<file path="src/rtl/logic_unit_pipe_pkg.sv">
// logic_unit_pkg: opcodes, FSM state encoding and the per-bit logic op shared by the logic unit
package logic_unit_pkg;
  localparam logic [2:0] OP_AND    = 3'd0;
  localparam logic [2:0] OP_OR     = 3'd1;
  localparam logic [2:0] OP_XOR    = 3'd2;
  localparam logic [2:0] OP_NAND   = 3'd3;
  localparam logic [2:0] OP_NOR    = 3'd4;
  localparam logic [2:0] OP_XNOR   = 3'd5;
  localparam logic [2:0] OP_PASS_X = 3'd6;
  localparam logic [2:0] OP_NOT_X  = 3'd7;
  typedef enum logic {ST_IDLE = 1'b0, ST_ACCUM = 1'b1} state_t;
  // Ops are purely bitwise, so one bit is evaluated here and replicated to WIDTH by the caller
  function automatic logic logic_op(input logic [2:0] op, input logic x, input logic y);
    case (op)
      OP_AND:    return x & y;
      OP_OR:     return x | y;
      OP_XOR:    return x ^ y;
      OP_NAND:   return ~(x & y);
      OP_NOR:    return ~(x | y);
      OP_XNOR:   return ~(x ^ y);
      OP_PASS_X: return x;
      default:   return ~x;
    endcase
  endfunction
endpackage

</file>
<file path="src/rtl/logic_unit_pipe_if.sv">
// logic_unit_pipe_if: valid/ready operand and result channels of the logic unit
interface logic_unit_pipe_if #(parameter int WIDTH = 8);
  logic             in_valid;
  logic             in_ready;
  logic [2:0]       in_op;
  logic [WIDTH-1:0] in_a;
  logic [WIDTH-1:0] in_b;
  logic             in_acc_en;
  logic             in_last;
  logic             out_valid;
  logic             out_ready;
  logic [WIDTH-1:0] out_y;
  logic             out_zero;
  logic             out_last;
  modport master (
    output in_valid, in_op, in_a, in_b, in_acc_en, in_last, out_ready,
    input  in_ready, out_valid, out_y, out_zero, out_last
  );
  modport slave (
    input  in_valid, in_op, in_a, in_b, in_acc_en, in_last, out_ready,
    output in_ready, out_valid, out_y, out_zero, out_last
  );
endinterface

</file>
<file path="src/rtl/logic_unit_pipe_op_core.sv">
// logic_op_core: combinational WIDTH-bit evaluation of the eight logic ops
module logic_op_core
  import logic_unit_pkg::*;
#(
  parameter int WIDTH = 8
) (
  input  logic [2:0]       op,
  input  logic [WIDTH-1:0] x,
  input  logic [WIDTH-1:0] y,
  output logic [WIDTH-1:0] r
);
  for (genvar i = 0; i < WIDTH; i++) begin : g_bit
    assign r[i] = logic_op(op, x[i], y[i]);
  end
endmodule

</file>
<file path="src/rtl/logic_unit_pipe.sv">
// logic_unit_pipe: registered logic unit with accumulate bursts and valid/ready handshake
// Optional handshake counter port stat_cnt when LOGIC_UNIT_PIPE_STATS_EN is defined.
module logic_unit_pipe
  import logic_unit_pkg::*;
#(
  parameter int WIDTH = 8
) (
  input  logic                 clk,
  input  logic                 rst_n,
`ifdef LOGIC_UNIT_PIPE_STATS_EN
  output logic [31:0]          stat_cnt,
`endif
  logic_unit_pipe_if.slave     bus
);
  state_t           state_q, state_d;
  logic [WIDTH-1:0] acc_q, x, result, y_q;
  logic             valid_q, zero_q, last_q, accept, use_acc, acc_load;
  assign bus.in_ready  = !valid_q | bus.out_ready;
  assign bus.out_valid = valid_q;
  assign bus.out_y     = y_q;
  assign bus.out_zero  = zero_q;
  assign bus.out_last  = last_q;
  assign accept        = bus.in_valid & bus.in_ready;
  always_ff @(posedge clk or negedge rst_n)
    if (!rst_n) state_q <= ST_IDLE;
    else state_q <= state_d;
  always_comb
    state_d = !accept ? state_q :
              state_q == ST_IDLE ? ((bus.in_acc_en & !bus.in_last) ? ST_ACCUM : ST_IDLE) :
              (bus.in_last ? ST_IDLE : ST_ACCUM);
  // A single-beat burst (acc_en with last) leaves acc untouched
  always_comb begin
    use_acc  = state_q == ST_ACCUM;
    acc_load = accept & (use_acc | (bus.in_acc_en & !bus.in_last));
    x        = use_acc ? acc_q : bus.in_a;
  end
  logic_op_core #(.WIDTH(WIDTH)) u_core (
    .op (bus.in_op),
    .x  (x),
    .y  (bus.in_b),
    .r  (result)
  );
  always_ff @(posedge clk or negedge rst_n)
    if (!rst_n) acc_q <= '0;
    else if (acc_load) acc_q <= result;
  always_ff @(posedge clk or negedge rst_n)
    if (!rst_n) begin
      valid_q <= 1'b0;
      y_q     <= '0;
      zero_q  <= 1'b0;
      last_q  <= 1'b0;
    end else if (accept) begin
      valid_q <= 1'b1;
      y_q     <= result;
      zero_q  <= result == '0;
      last_q  <= bus.in_last;
    end else if (bus.out_ready) begin
      valid_q <= 1'b0;
    end
`ifdef LOGIC_UNIT_PIPE_STATS_EN
  always_ff @(posedge clk or negedge rst_n)
    if (!rst_n) stat_cnt <= '0;
    else if (valid_q & bus.out_ready) stat_cnt <= stat_cnt + 32'd1;
`endif
endmodule
</file>
<file path="src/flat_wrapper.sv">
// flat-port wrapper written by rule: the top's interface ports become plain ports
module logic_unit_pipe_flat import logic_unit_pkg::*;
#(
  parameter int WIDTH = 8
)
  (clk, rst_n, bus_in_valid, bus_in_op, bus_in_a, bus_in_b, bus_in_acc_en, bus_in_last, bus_out_ready, bus_in_ready, bus_out_valid, bus_out_y, bus_out_zero, bus_out_last);
  logic_unit_pipe_if #(.WIDTH(WIDTH)) bus_i ();
  input  logic clk;
  input  logic rst_n;
  input wire logic [$bits(bus_i.in_valid)-1:0] bus_in_valid;
  input wire logic [$bits(bus_i.in_op)-1:0] bus_in_op;
  input wire logic [$bits(bus_i.in_a)-1:0] bus_in_a;
  input wire logic [$bits(bus_i.in_b)-1:0] bus_in_b;
  input wire logic [$bits(bus_i.in_acc_en)-1:0] bus_in_acc_en;
  input wire logic [$bits(bus_i.in_last)-1:0] bus_in_last;
  input wire logic [$bits(bus_i.out_ready)-1:0] bus_out_ready;
  output wire logic [$bits(bus_i.in_ready)-1:0] bus_in_ready;
  output wire logic [$bits(bus_i.out_valid)-1:0] bus_out_valid;
  output wire logic [$bits(bus_i.out_y)-1:0] bus_out_y;
  output wire logic [$bits(bus_i.out_zero)-1:0] bus_out_zero;
  output wire logic [$bits(bus_i.out_last)-1:0] bus_out_last;
  assign bus_i.in_valid = bus_in_valid;
  assign bus_i.in_op = bus_in_op;
  assign bus_i.in_a = bus_in_a;
  assign bus_i.in_b = bus_in_b;
  assign bus_i.in_acc_en = bus_in_acc_en;
  assign bus_i.in_last = bus_in_last;
  assign bus_i.out_ready = bus_out_ready;
  assign bus_in_ready = bus_i.in_ready;
  assign bus_out_valid = bus_i.out_valid;
  assign bus_out_y = bus_i.out_y;
  assign bus_out_zero = bus_i.out_zero;
  assign bus_out_last = bus_i.out_last;
  logic_unit_pipe #(.WIDTH(WIDTH)) u_core (.clk(clk), .rst_n(rst_n), .bus(bus_i));
endmodule
</file>
<file path="config.mk">
export PLATFORM = sky130hd
export DESIGN_NAME = logic_unit_pipe_flat
export DESIGN_NICKNAME = d
export VERILOG_FILES = /design/src/rtl/logic_unit_pipe_pkg.sv /design/src/rtl/logic_unit_pipe_if.sv /design/src/rtl/logic_unit_pipe_op_core.sv /design/src/rtl/logic_unit_pipe.sv /design/src/flat_wrapper.sv
export SDC_FILE = /design/constraint.sdc
export NUM_CORES = 1
export LEC_CHECK = 0
export CORE_MARGIN = 5
export CORE_UTILIZATION = 40
export CTS_CLUSTER_DIAMETER = 30
export DETAILED_ROUTE_END_ITERATION = 16
export PLACE_DENSITY = 0.69
export SLEW_MARGIN = 40
export SYNTH_ARGS = -nofsm -noshare
export SYNTH_HDL_FRONTEND = slang
export SYNTH_SLANG_ARGS = --single-unit
export TNS_END_PERCENT = 30
</file>
<file path="constraint.sdc">
create_clock -name clk -period 2.07 [get_ports clk]
set_input_delay 0.207 -clock clk [delete_from_list [all_inputs] [get_ports clk]]
set_output_delay 0.207 -clock clk [all_outputs]
set_load 0.005 [all_outputs]
</file>
==> run summary <==
IO buf count = 36
Clock Path Buffers = 2
Slew Limit Fails = 0
DR vias/cell = 5.168
filler instances = 366
Worst Path Buf+Inv = 2
Worst R2R Path Depth = 10
Routed WL per cell = 13.37 um
Hold Violations, Final = 0
CTS Buf Count = 3
Critical Path Sink Type = register
Worst Path Required = 2.26 ns
Total Routing Usage GR = 15.30%
Comb pwr share = 57.6%
final non-filler cell total = 334
# clock sinks = 20
CTS Hold Buffers Added = 0
fmax = 452.5 MHz
final net count = 325
RSZ-0062 raised after global routing = yes
routed vias = 1726
critical-path cell list = buf_6 -> mux2_4 -> inv_2 -> ha_4 -> nor2b_1 -> o21ai_1 -> a21oi_2 -> a311oi_4 -> nand4_1 -> o21ai_1
failing checks = setup timing
Power Dens Cells = 708.6 nW/um^2
Power, Total = 1.929 mW
DRT iter0 DRCs = 38
yosys warns = 0
area delta synth->final = 56.32%
Seq pwr share = 29.5%
Worst path most repeated cell = o21ai_1
R2R Path End = u_core.bus.out_zero
Core Region = 4294 sq um
Mean Syn Cell Area = 8.215 sq um
status = finished, violations left
HPWL after DPL = 3.261 mm
CP max stage cell = dfrtp_1
critical path launch point type = register
r2r startpoint = u_core.state_q
Seq/Total Area, Yosys = 28.74%
Placed Cells = 323
first-pass GRT wire length = 7.631 mm
Synth cell types = 40
CTS H-Tree Depth = 1
die area = 5774 sq um
cell internal pwr = 1.270 mW
Post-DRT Antenna Nets = 0
slew at the pin closest to its max-slew limit = 0.6692 ns
leakage = 1.201 nW
Routability Congestion = 0.7867
Yosys reg bits = 20
Critical Path Sink = u_core.bus.out_zero
Rows = 24
switch share = 34.17%
NetSw = 659.1 uW
Hold Crit Class = in2async
total wire length = 4.465 mm
Final Critical Period = 2.210 ns
flop2flop setup slack = -0.14 ns
vias in the first global route = 1688
syn nets = 253
die width = 75.99 um
number of max-cap violations = 0
pin count of the biggest net entering global routing = 32
Mapped Area = 1742 sq um
TritonCTS clock tree = done
Max IR drop VDD = 0.3666 mV
Worst Path Class, Setup = reg2reg
Skew-Pair Late Insertion Delay = 0.26 ns
grt ovf = 0
Worst Skew = 0.008392 ns
num ports = 37
Final setup viols = 11
Most used DFF post-synth = dfrtp_1
number of flops mapped to enable cells by yosys = 0
Data arrival, critical path = 2.40 ns
Clock Root Buffer = clkbuf_8
Crit path max-delay family = compound AO/OA/AOI/OAI gates
Worst slew margin = 54.92%
drt first pass iters = 4
initial antenna violation count = 0
fraction of layout cells with a size suffix above 1 = 30.85%
clock network power share = 12.9%
remaining routing DRC violations = 0
CTS clock-pin slew for the worst setup and hold paths = 0.07 ns
Synth async-reset ratio = 100.0%
Setup crit start = u_core.state_q
Antenna diodes = 0
Post-Synthesis Cells = 212
Initial Util = 40.56%
Final Cycle Share = 106.8%
Die Height = 75.99 um
critical path fanouts, max = 5
Critical Path Stages = 10
final worst setup slack = -0.1401 ns
CP max stage delay = 0.42 ns
[final cells by class]
type	count	area, sq um	share of cell area [%]
Multi-Input combinational cell	158	1282	47.10
Clock buffer	3	41.29	1.517
Tap cell	52	65.06	2.390
Inverter	19	71.32	2.619
Timing Repair Buffer	82	762.0	27.99
Sequential cell	20	500.5	18.38
[state kept, by name (all words and copies together) (netlist names)]
name                  count
u_core.bus.out_zero       1
u_core.bus.out_last       1
u_core.bus.out_valid      1
u_core.bus.out_y          8
u_core.state_q            1
u_core.acc_q              8
[per-stage QoR]
step | utilization [%] | hold WS (ns) | TNS [ns] | area (sq um) | setup WS [ns]
2_1_floorplan | - | -0.08859 | 0 | 1752 | 0.03231
3_3_place_gp | 56.53 | 0.4586 | -0.8032 | 2427 | -0.2404
3_5_place_dp | 56.53 | 0.4615 | -0.9292 | 2427 | -0.2588
4_1_cts | 60.34 | 0.2938 | -0.4518 | 2591 | -0.1048
5_1_grt | 63.40 | 0.3007 | -2.724 | 2723 | -0.3174
6_report | 63.40 | 0.2857 | -0.9296 | 2723 | -0.1401
[worst min path at each step]
stage,depth (start not counted),slack (ns),to
3_3_place_gp,2,0.46,u_core.bus.out_y[5]
6_report,2,0.29,u_core.bus.out_last
4_1_cts,2,0.29,u_core.state_q
3_5_place_dp,2,0.46,u_core.bus.out_y[5]
5_1_grt,2,0.30,u_core.bus.out_last
2_1_floorplan,0,-0.09,u_core.acc_q[0]
[cells in the final DEF (no fill, tap or decap), types with 3 or more instances in the layout]
cell type | netlist | routed
buf_4 | 0 | 38
clkdlybuf4s50_1 | 0 | 36
nand2_1 | 30 | 30
dfrtp_1 | 20 | 20
inv_1 | 19 | 17
a21oi_1 | 17 | 15
o21ai_0 | 19 | 13
nor2_1 | 14 | 11
ha_1 | 16 | 8
nor2b_1 | 7 | 7
mux2i_1 | 8 | 5
nand2b_1 | 5 | 5
ha_4 | 0 | 5
buf_6 | 1 | 5
mux2i_4 | 2 | 4
mux2_2 | 5 | 4
o21ai_1 | 1 | 4
xnor2_1 | 3 | 3
a211oi_1 | 4 | 3
nand3_1 | 3 | 3
nor2_2 | 0 | 3
o21ai_2 | 0 | 3
ha_2 | 0 | 3
clkbuf_8 | 0 | 3
buf_12 | 0 | 3
[power by group through the flow]
stage	Sequential, mW	Combinational (mW)	Clock, mW
floorplan	0.559	0.500	0
global placement	0.568	0.888	0
detailed placement	0.570	0.910	0
CTS	0.566	1.00	0.255
global route	0.581	1.22	0.272
finish	0.568	1.11	0.250
[per-layer routing]
metal	routed length, um	part of all wire [%]	global-route usage [%]	vias up
li1	-	-	-	878
met1	1925	43	19.42	811
met2	2340	52	26.54	35
met3	185	4.1	3.428	2
met4	13	0.29	2.847	0
met5	0	0	0	-
[cells in the mapped netlist (all sizes together), types with 3 or more instances]
cell | instances | share of area, %
nand2 | 30 | 6.5
dfrtp | 20 | 29
o21ai | 20 | 5.7
inv | 19 | 4.1
a21oi | 17 | 4.9
ha | 16 | 11
nor2 | 14 | 3.0
buf | 12 | 3.5
mux2i | 10 | 7.2
nor2b | 7 | 2.5
mux2 | 5 | 3.2
nand2b | 5 | 1.8
a211oi | 4 | 1.7
clkbuf | 3 | 0.65
nand3 | 3 | 0.86
xnor2 | 3 | 1.5
[logic make-up (layout without fill, tap and decap cells)]
kind of cell             count (synthesis)  in the layout  share of synthesized area (%)
buffers and inverters                   34            104                          8.261
adder cells (fa/ha/maj)                 16             16                          11.49
multiplexers                            17             17                          13.00
AND/OR/NAND/NOR                         66             66                          17.53
flip-flops                              20             20                          28.74
XOR/XNOR                                 3              3                          1.509
AO/OA/AOI/OAI                           56             56                          19.47
[timing repair]
action / CTS / global route
gates resized for setup: 23 / 21
setup endpoints to repair: 10 / 16
hold endpoints to repair: 0 / 0
pin swaps: 11 / 14
buffers inserted: 4 / 5
Note: power is estimated with default switching activity, not from simulation.
